## src/rtl/riscv_mc_ctrl.sv

```systemverilog
// Multicycle RV32I control unit: fetch/decode/execute/memory/writeback sequencing,
// memory wait-state watchdog and sticky trap. Define RV_MC_BNE_EN to accept bne.
module riscv_mc_ctrl #(
  parameter int unsigned TIMEOUT_CYCLES = 16,
  parameter int unsigned CNT_W          = $clog2(TIMEOUT_CYCLES + 1)
) (
  input  logic       clk,
  input  logic       reset_n,
  input  logic [6:0] op,
  input  logic [2:0] funct3,
  input  logic       funct7b5,
  input  logic       Zero,
  input  logic       mem_ready,
  output logic       mem_req,
  output logic       MemWrite,
  output logic       AdrSrc,
  output logic       IRWrite,
  output logic       PCWrite,
  output logic       RegWrite,
  output logic [1:0] ResultSrc,
  output logic [1:0] ALUSrcA,
  output logic [1:0] ALUSrcB,
  output logic [1:0] ImmSrc,
  output logic [2:0] ALUControl,
  output logic       trap,
  output logic [1:0] trap_cause,
  output logic [3:0] state_o
);

  typedef enum logic [3:0] {
    S_FETCH    = 4'd0,
    S_DECODE   = 4'd1,
    S_MEMADR   = 4'd2,
    S_MEMREAD  = 4'd3,
    S_MEMWB    = 4'd4,
    S_MEMWRITE = 4'd5,
    S_EXECR    = 4'd6,
    S_EXECI    = 4'd7,
    S_ALUWB    = 4'd8,
    S_BRANCH   = 4'd9,
    S_JAL      = 4'd10,
    S_TRAP     = 4'd15
  } state_e;

  localparam logic [6:0] OP_LOAD   = 7'b0000011;
  localparam logic [6:0] OP_STORE  = 7'b0100011;
  localparam logic [6:0] OP_RTYPE  = 7'b0110011;
  localparam logic [6:0] OP_IALU   = 7'b0010011;
  localparam logic [6:0] OP_BRANCH = 7'b1100011;
  localparam logic [6:0] OP_JAL    = 7'b1101111;

  localparam logic [1:0] CAUSE_ILLEGAL = 2'b01;
  localparam logic [1:0] CAUSE_TIMEOUT = 2'b10;

  state_e           state_q, state_d;
  logic [CNT_W-1:0] cnt_q, cnt_d;
  logic [1:0]       cause_q, cause_d;

  logic       mem_req_c, mem_write_c, adr_src_c, ir_write_c, pc_write_c, reg_write_c;
  logic [1:0] result_src_c, src_a_c, src_b_c, alu_op_c, imm_src_c;
  logic [2:0] alu_ctrl_c;
  logic       alu_legal_c, br_legal_c, br_take_c, mem_wait_c;

  always_ff @(posedge clk) begin
    if (!reset_n) begin
      state_q <= S_FETCH;
      cnt_q   <= '0;
      cause_q <= 2'b00;
    end else begin
      state_q <= state_d;
      cnt_q   <= cnt_d;
      cause_q <= cause_d;
    end
  end

  // ALU function decode and legality of the funct3 field
  always_comb begin
    alu_ctrl_c  = 3'b000;
    alu_legal_c = 1'b1;
    case (alu_op_c)
      2'b00: alu_ctrl_c = 3'b000;
      2'b01: alu_ctrl_c = 3'b001;
      default: begin
        case (funct3)
          3'b000:  alu_ctrl_c = (funct7b5 & op[5]) ? 3'b001 : 3'b000;
          3'b010:  alu_ctrl_c = 3'b101;
          3'b110:  alu_ctrl_c = 3'b011;
          3'b111:  alu_ctrl_c = 3'b010;
          default: alu_legal_c = 1'b0;
        endcase
      end
    endcase
  end

  always_comb begin
    case (op)
      OP_STORE:  imm_src_c = 2'b01;
      OP_BRANCH: imm_src_c = 2'b10;
      OP_JAL:    imm_src_c = 2'b11;
      default:   imm_src_c = 2'b00;
    endcase
  end

`ifdef RV_MC_BNE_EN
  assign br_legal_c = (funct3 == 3'b000) || (funct3 == 3'b001);
  assign br_take_c  = (funct3 == 3'b001) ? ~Zero : Zero;
`else
  assign br_legal_c = (funct3 == 3'b000);
  assign br_take_c  = Zero;
`endif

  assign mem_wait_c = ((state_q == S_FETCH) || (state_q == S_MEMREAD) ||
                       (state_q == S_MEMWRITE)) && !mem_ready;

  // Next-state and per-state control decode
  always_comb begin
    state_d      = state_q;
    cause_d      = cause_q;
    cnt_d        = cnt_q;
    mem_req_c    = 1'b0;
    mem_write_c  = 1'b0;
    adr_src_c    = 1'b0;
    ir_write_c   = 1'b0;
    pc_write_c   = 1'b0;
    reg_write_c  = 1'b0;
    result_src_c = 2'b00;
    src_a_c      = 2'b00;
    src_b_c      = 2'b00;
    alu_op_c     = 2'b00;

    case (state_q)
      S_FETCH: begin
        mem_req_c    = 1'b1;
        src_b_c      = 2'b10;
        result_src_c = 2'b10;
        if (mem_ready) begin
          ir_write_c = 1'b1;
          pc_write_c = 1'b1;
          state_d    = S_DECODE;
        end
      end
      S_DECODE: begin
        src_a_c = 2'b01;
        src_b_c = 2'b01;
        case (op)
          OP_LOAD, OP_STORE: state_d = S_MEMADR;
          OP_RTYPE:          state_d = S_EXECR;
          OP_IALU:           state_d = S_EXECI;
          OP_JAL:            state_d = S_JAL;
          OP_BRANCH: begin
            if (br_legal_c) begin
              state_d = S_BRANCH;
            end else begin
              state_d = S_TRAP;
              cause_d = CAUSE_ILLEGAL;
            end
          end
          default: begin
            state_d = S_TRAP;
            cause_d = CAUSE_ILLEGAL;
          end
        endcase
      end
      S_MEMADR: begin
        src_a_c = 2'b10;
        src_b_c = 2'b01;
        state_d = (op == OP_STORE) ? S_MEMWRITE : S_MEMREAD;
      end
      S_MEMREAD: begin
        mem_req_c = 1'b1;
        adr_src_c = 1'b1;
        if (mem_ready) state_d = S_MEMWB;
      end
      S_MEMWB: begin
        result_src_c = 2'b01;
        reg_write_c  = 1'b1;
        state_d      = S_FETCH;
      end
      S_MEMWRITE: begin
        mem_req_c   = 1'b1;
        mem_write_c = 1'b1;
        adr_src_c   = 1'b1;
        if (mem_ready) state_d = S_FETCH;
      end
      S_EXECR, S_EXECI: begin
        src_a_c  = 2'b10;
        src_b_c  = (state_q == S_EXECI) ? 2'b01 : 2'b00;
        alu_op_c = 2'b10;
        if (alu_legal_c) begin
          state_d = S_ALUWB;
        end else begin
          state_d = S_TRAP;
          cause_d = CAUSE_ILLEGAL;
        end
      end
      S_ALUWB: begin
        reg_write_c = 1'b1;
        state_d     = S_FETCH;
      end
      S_BRANCH: begin
        src_a_c    = 2'b10;
        alu_op_c   = 2'b01;
        pc_write_c = br_take_c;
        state_d    = S_FETCH;
      end
      S_JAL: begin
        src_a_c    = 2'b01;
        src_b_c    = 2'b10;
        pc_write_c = 1'b1;
        state_d    = S_ALUWB;
      end
      S_TRAP: state_d = S_TRAP;
      default: state_d = S_FETCH;
    endcase

    // Watchdog: the last tolerated not-ready cycle without completion traps
    if (mem_wait_c && (cnt_q == CNT_W'(TIMEOUT_CYCLES - 1))) begin
      state_d = S_TRAP;
      cause_d = CAUSE_TIMEOUT;
    end

    if (state_d != state_q) begin
      cnt_d = '0;
    end else if (mem_wait_c) begin
      cnt_d = cnt_q + CNT_W'(1);
    end
  end

  // Write enables are suppressed while reset is asserted
  assign mem_req    = mem_req_c;
  assign MemWrite   = mem_write_c & reset_n;
  assign AdrSrc     = adr_src_c;
  assign IRWrite    = ir_write_c & reset_n;
  assign PCWrite    = pc_write_c & reset_n;
  assign RegWrite   = reg_write_c & reset_n;
  assign ResultSrc  = result_src_c;
  assign ALUSrcA    = src_a_c;
  assign ALUSrcB    = src_b_c;
  assign ImmSrc     = imm_src_c;
  assign ALUControl = alu_ctrl_c;
  assign trap       = (state_q == S_TRAP);
  assign trap_cause = cause_q;
  assign state_o    = state_q;

endmodule

```

## config.mk

```make
export PLATFORM = sky130hd
export DESIGN_NAME = riscv_mc_ctrl
export DESIGN_NICKNAME = d
export VERILOG_FILES = /design/src/rtl/riscv_mc_ctrl.sv
export SDC_FILE = /design/constraint.sdc
export NUM_CORES = 1
export LEC_CHECK = 0
export CORE_MARGIN = 2
export CORE_UTILIZATION = 49
export CTS_CLUSTER_DIAMETER = 150
export DETAILED_ROUTE_END_ITERATION = 10
export GPL_TIMING_DRIVEN = 0
export HOLD_SLACK_MARGIN = 0.03
export PLACE_DENSITY = 0.88
export SYNTH_ARGS = -nofsm -noshare
export SYNTH_HDL_FRONTEND = slang
export SYNTH_SLANG_ARGS = --single-unit
```

## constraint.sdc

```tcl
create_clock -name clk -period 4.6 [get_ports clk]
set_input_delay 0.92 -clock clk [delete_from_list [all_inputs] [get_ports clk]]
set_output_delay 0.92 -clock clk [all_outputs]
set_load 0.1 [all_outputs]
```

==> summary.md, run 1 <==
| Metric | Value |
|---|---|
| Latest clock arrival within the worst-skew pair | `roughly 0.27 ns` |
| Post-cts sizing count | `0` |
| GRT Overall Usage | `about a quarter` |
| PortBufs | `38` |
| Die H | `between 50 and 60 um` |
| Share of cells above drive strength 1 | `between 10% and 20%` |
| Post-layout minimum cycle time | `4.20 ns` |
| Max Root-Sink Buffers | `2` |
| R2r startpoint | `state_o[2]$_SDFF_PN0_` |
| DP Area | `0.00160 mm^2` |
| Synth area leaders | `dfxtp_1, nor2_1, nor3_2` |
| Final Max Tran Viols | `0` |
| Nets | `208` |
| Filler cells | `185` |
| Syn_nets | `between 150 and 200` |
| RePlAce Congestion | `approximately 0.85` |
| Area of the core | `about 0.0022 mm^2` |
| Ant diodes | `0` |
| First-pass GRT wire length | `around 5.1 mm` |
| Largest net degree at the start of global routing | `11` |
| Row count | `17` |
| CP Launch Type | `primary input` |
| Clock transition at path regs | `0.07 ns` |
| Finish-stage setup viols | `0` |
| Worst slew pin tran | `approximately 0.98 ns` |
| Synth cell types | `47` |
| Post-Layout Inst Area | `roughly 0.0016 mm^2` |
| Clk sinks | `11` |
| Vias | `approximately 1300` |
| Top cell type's share of synthesized area | `a little under a fifth` |
| Starting density of the core | `about 52%` |
| Max_slew headroom | `around a third` |
| Post-route ant nets | `0` |
| Critical-path maximum fanout | `8` |
| IO Pins | `39` |
| Max Clock Freq | `0.238 GHz` |
| Crit. End Element | `output port` |
| Post-Syn Instances | `148` |
| Die area | `approximately 0.0027 mm^2` |
| Vias per Instance | `between 5 and 6` |
| Final setup TNS | `0 ns` |
| Clk_skew | `between 0.005 and 0.006 ns` |
| Hold crit path type | `flop to flop` |
| Crit path to | `PCWrite` |
| H-tree levels | `1` |
| Max-cap violations | `0` |
| Dpl hpwl | `between 2 and 3 mm` |
| Syn avg cell area | `around 7.8 um^2` |
| Post-synth EDFFs | `0` |
| Crit path largest cell delay | `around 1.2 ns` |
| Initial antenna violation count | `0` |
| Final wirelength | `between 3 and 4 mm` |
| R2R Setup Slk | `between 2 and 3 ns` |
| Synthesis Warnings | `0` |
| FF+latch count, synth | `11` |
| WS Path Type | `primary input to output port` |
| Sequential element share of the synthesized area | `approximately a fifth` |
| Cell area after synthesis | `around 0.0011 mm^2` |
| Primary FF master, synth | `dfxtp_1` |
| WP data required | `~3.7 ns` |
| Area grow syn2layout | `41.5%` |
| Yosys top cell by area | `dfxtp_1` |
| Die X | `52.4 um` |
| CTS Buf Count | `3` |
| Crit path DAT | `3.28 ns` |
| WL per Instance | `~14 um` |
| CP max stage cell | `clkdlybuf4s50_1` |
| Fin. Hold Viols | `0` |
| 1st-iter DRT viols | `33` |
| Total gr overflow | `0` |
| Number of global-route vias before repair | `about 1200` |
| CTS tree | `built` |
| CTS Hold Bufs | `0` |
| Status | `finished clean` |
| Final cycle utilization of the critical path | `approximately nine tenths` |
| Register-to-Register Path Depth | `7` |
| Crit path cell chain | `clkdlybuf4s50_1 > nor3b_1 > a31oi_1 > nor2_1 > a21oi_1 > nor3_2 > clkdlybuf4s50_1` |
| DRT Pass-1 Iters | `4` |
| CTS root buffer | `clkbuf_4` |
| RSZ-0062 raised after global routing | `no` |
| Post-CTS Setup Repair Bufs | `0` |
| Critical R2R Capture | `cnt_q[0]$_SDFFE_PP0P_` |
| Drt drc | `0` |
| Asr flop ratio synth | `0%` |
| Worst Setup SP | `mem_ready` |
| CP dominant cell by count | `clkdlybuf4s50_1` |
## synthesized netlist by cell type, types with 4 or more instances
cell,instances
xnor2_1,4
and2_1,4
a21oi_1,8
nor2_1,17
o21ai_1,4
nand2_1,9
inv_1,5
nor3_1,10
nand3_1,7
nor3_2,6
dfxtp_1,11
nor2b_1,8
## final cells by class
cell class | count | area [um^2] | share of cell area (%)
buffer | 7 | 32.5 | 2.00
tap | 28 | 35.0 | 2.16
multi-input combinational | 125 | 911 | 56.1
timing repair buffer | 38 | 380 | 23.4
sequential | 11 | 220 | 13.6
clock buffer | 4 | 26.3 | 1.62
inverter | 5 | 18.8 | 1.16
## worst min-delay path by stage
stage | startpoint | to | slack, ns | cells past startpoint
floorplan | cnt_q[4]$_SDFFE_PP0P_ | cnt_q[4]$_SDFFE_PP0P_ | 0.49 | 2
global placement | trap_cause[0]$_SDFFE_PP0P_ | trap_cause[0]$_SDFFE_PP0P_ | 0.48 | 2
detailed placement | trap_cause[0]$_SDFFE_PP0P_ | trap_cause[0]$_SDFFE_PP0P_ | 0.48 | 2
CTS | trap_cause[0]$_SDFFE_PP0P_ | trap_cause[0]$_SDFFE_PP0P_ | 0.50 | 2
global route | cnt_q[4]$_SDFFE_PP0P_ | cnt_q[4]$_SDFFE_PP0P_ | 0.57 | 2
finish | trap_cause[0]$_SDFFE_PP0P_ | trap_cause[0]$_SDFFE_PP0P_ | 0.50 | 2
## metrics by stage
step | instances | hold WS (ns) | util (%) | worst slack, ns
floorplan | 148 | 0.488 | - | -0.356
global placement | 214 | 0.483 | 72.2 | 0.445
detailed placement | 214 | 0.485 | 72.2 | 0.413
CTS | 218 | 0.498 | 73.4 | 0.399
global route | 218 | 0.570 | 73.4 | 0.257
finish | 218 | 0.496 | 73.4 | 0.399
## registers in the layout, indices dropped and copies added (netlist names)
| register | cells |
|---|---|
| cnt_q | 5 |
| state_o | 4 |
| trap_cause | 2 |
## cells by family (layout without fill, tap and decap cells)
kind of cell               after synthesis  after routing  share of synthesized area, %
xor gates and xnor gates                 7              7                          5.34
muxes                                    5              5                          4.91
adders and majority gates                2              2                          2.18
DFF                                     11             11                          19.2
AOI/OAI and AO/OA                       31             31                          20.0
buffers and inverters                   12             54                          4.47
and+or+nand+nor                         80             80                          43.9
## critical path, delay by kind of cell
kind            cells  cell delay [ns]
compound gates      2             0.12
simple gates        3             0.47
buf+inv             2             1.77
## layer usage
metal	track usage (%)	vias to the layer above	share of wire [%]
li1	-	622	-
met2	47.3	45	53
met4	7.26	0	1.4
met5	0	-	0
met1	27.9	601	40
met3	1.71	6	5.5
## cell usage in the layout (no fill, tap or decap), drive strengths merged, types with 2 or more instances in the layout
cell           synthesis  final
nor2                  17     17
o31ai                  2      2
and2                   4      4
inv                    5      5
dfxtp                 11     11
o211ai                 2      2
buf                    5      5
mux2                   2      2
a22oi                  2      2
o21ai                  7      7
clkdlybuf4s50          0     38
nor4b                  3      3
ha                     2      2
o21a                   2      2
and3                   3      3
a21oi                  9      9
xor2                   3      3
xnor2                  4      4
a31oi                  3      3
nor3                  16     16
nor2b                  8      8
clkbuf                 2      6
nand2                  9      9
a21o                   2      2
nor4                   3      3
mux2i                  3      3
nand3                  7      7
Power of run 1 is not shown: default switching activity piles up to over one toggle a cycle in this logic, so the estimate is an artifact.
==> run 2, diff against run 1 <==
--- a/config.mk
+++ b/config.mk
@@ -12,6 +12,8 @@
 export GPL_TIMING_DRIVEN = 0
 export HOLD_SLACK_MARGIN = 0.03
 export PLACE_DENSITY = 0.88
+export SETUP_SLACK_MARGIN = 0.05
+export SLEW_MARGIN = 20
 export SYNTH_ARGS = -nofsm -noshare
 export SYNTH_HDL_FRONTEND = slang
 export SYNTH_SLANG_ARGS = --single-unit
==> run 2 against run 1 <==
Critical endpoint unchanged. First-iteration DRC count decreased by 15%. Largest cell class unchanged. Highest routed layer unchanged. Flip-flop and latch count unchanged. Cell count unchanged.
==> summary.md, run 2 (same netlist as run 1, synthesis figures left out) <==
| Metric | Value |
|---|---|
| Drt drc | `0` |
| WL per Instance | `about 14 um` |
| Final wirelength | `~3.1 mm` |
| Hold_ws | `slightly below 0.5 ns` |
| CTS Hold Bufs | `0` |
| CTS Buf Count | `3` |
| Max Clock Freq | `approximately 0.24 GHz` |
| H-tree levels | `1` |
| Clock transition at path regs | `about 0.07 ns` |
| Top Layer Used | `met4` |
| Finish-stage setup viols | `0` |
| DRT Pass-1 Iters | `4` |
| Total gr overflow | `0` |
| Area grow syn2layout | `42.0%` |
| Ant diodes | `0` |
| Worst slew pin tran | `0.978 ns` |
| 1st-iter DRT viols | `28` |
| Clk_skew | `0.00643 ns` |
| Share of cells above drive strength 1 | `about 15%` |
| Final Max Tran Viols | `0` |
| CTS tree | `built` |
| Nets | `between 200 and 250` |
| Post-layout minimum cycle time | `~4.2 ns` |
| Critical R2R Capture | `cnt_q[2]$_SDFFE_PP0P_` |
| Crit. End Element | `output port` |
| PortBufs | `38` |
| CP Launch Type | `primary input` |
| Worst Setup SP | `mem_ready` |
| Crit path DAT | `approximately 3.3 ns` |
| R2R Setup Slk | `~2.6 ns` |
| Row count | `17` |
| R2r startpoint | `state_o[2]$_SDFF_PN0_` |
| First-pass GRT wire length | `5.00 mm` |
| Area of the core | `0.00221 mm^2` |
| Clk sinks | `11` |
| Leading cell type in the layout, fill and taps excluded | `clkdlybuf4s50_1` |
| Status | `finished clean` |
| Number of global-route vias before repair | `approximately 1200` |
| WP data required | `3.68 ns` |
| Critical-path maximum fanout | `8` |
| Hold Path Stages | `2` |
| Fin. Hold Viols | `0` |
| Post-route ant nets | `0` |
| Final cycle utilization of the critical path | `91.1%` |
| Crit path to | `PCWrite` |
| Reg with most FFs | `cnt_q` |
| Routed met1 length | `1.23 mm` |
| CTS root buffer | `clkbuf_4` |
| WS Path Type | `primary input to output port` |
| Dpl hpwl | `between 2 and 3 mm` |
| Starting density of the core | `51.9%` |
| Max FFs per register | `5` |
| Latest clock arrival within the worst-skew pair | `around 0.27 ns` |
| RSZ-0062 raised after global routing | `no` |
| Most frequent cells in the layout | `clkdlybuf4s50_1, nor2_1, dfxtp_1` |
| IO Pins | `39` |
| Post-cts sizing count | `0` |
| RePlAce Congestion | `around 0.84` |
| Die X | `52.4 um` |
| GRT Overall Usage | `24.2%` |
| Post-CTS Setup Repair Bufs | `0` |
| Met3 wire len | `around 190 um` |
| Die H | `about 52 um` |
| Vias | `between 1000 and 1500` |
| Largest net degree at the start of global routing | `11` |
| Filler cells | `186` |
| Max-cap violations | `0` |
| Vias per Instance | `between 5 and 6` |
| Max_slew headroom | `about a third` |
| Initial antenna violation count | `0` |
| Hold crit path type | `flop to flop` |
| Register-to-Register Path Depth | `7` |
| Max Root-Sink Buffers | `2` |
| Die area | `0.00274 mm^2` |
| Met2 wire length | `between 1.5 and 2 mm` |
| Hold Startpoint | `trap_cause[0]$_SDFFE_PP0P_` |
## run 2: cell types whose count changed in the layout (fill, tap and decap cells not counted)
cell	before	now
nor3_1	8	7
nor3_2	8	9
## run 2: how the worst min path moves through the flow
stage               slack [ns]                         end
global route              0.51  trap_cause[0]$_SDFFE_PP0P_
global placement          0.48  trap_cause[0]$_SDFFE_PP0P_
CTS                       0.50  trap_cause[0]$_SDFFE_PP0P_
finish                    0.49  trap_cause[0]$_SDFFE_PP0P_
floorplan                 0.49       cnt_q[4]$_SDFFE_PP0P_
detailed placement        0.49  trap_cause[0]$_SDFFE_PP0P_
## run 2: final cells by class
class                           count  area (um^2)  area share (%)
Tap cell                           28         35.0            2.15
Inverter                            5         18.8            1.15
Sequential cell                    11          220            13.5
Buffer                              7         32.5            2.00
Timing Repair Buffer               38          380            23.3
Clock buffer                        4         26.3            1.61
Multi-Input combinational cell    125          916            56.2
## run 2: critical path, cell delays in order
cell and delay (ns):
clkdlybuf4s50_1 0.62, nor3b_1 0.22, a31oi_1 0.06, nor2_1 0.12, a21oi_1 0.06, nor3_2 0.12
clkdlybuf4s50_1 1.15
## run 2: through the flow
step	utilization, %	cells	cell area [um^2]	worst slack, ns	TNS [ns]
after floorplan	-	148	1190	-0.356	-0.939
after global placement	72.5	214	1600	0.442	0
after detailed placement	72.5	214	1600	0.422	0
after CTS	73.6	218	1630	0.416	0
after global routing	73.6	218	1630	0.319	0
final	73.6	218	1630	0.408	0
## run 2: layer usage
| layer | vias up | global-route usage, % |
|---|---|---|
| li1 | 620 | - |
| met3 | 5 | 1.71 |
| met1 | 577 | 26.6 |
| met5 | - | 0 |
| met2 | 41 | 46.9 |
| met4 | 0 | 9.83 |
Power of run 2 is left out for the same reason.
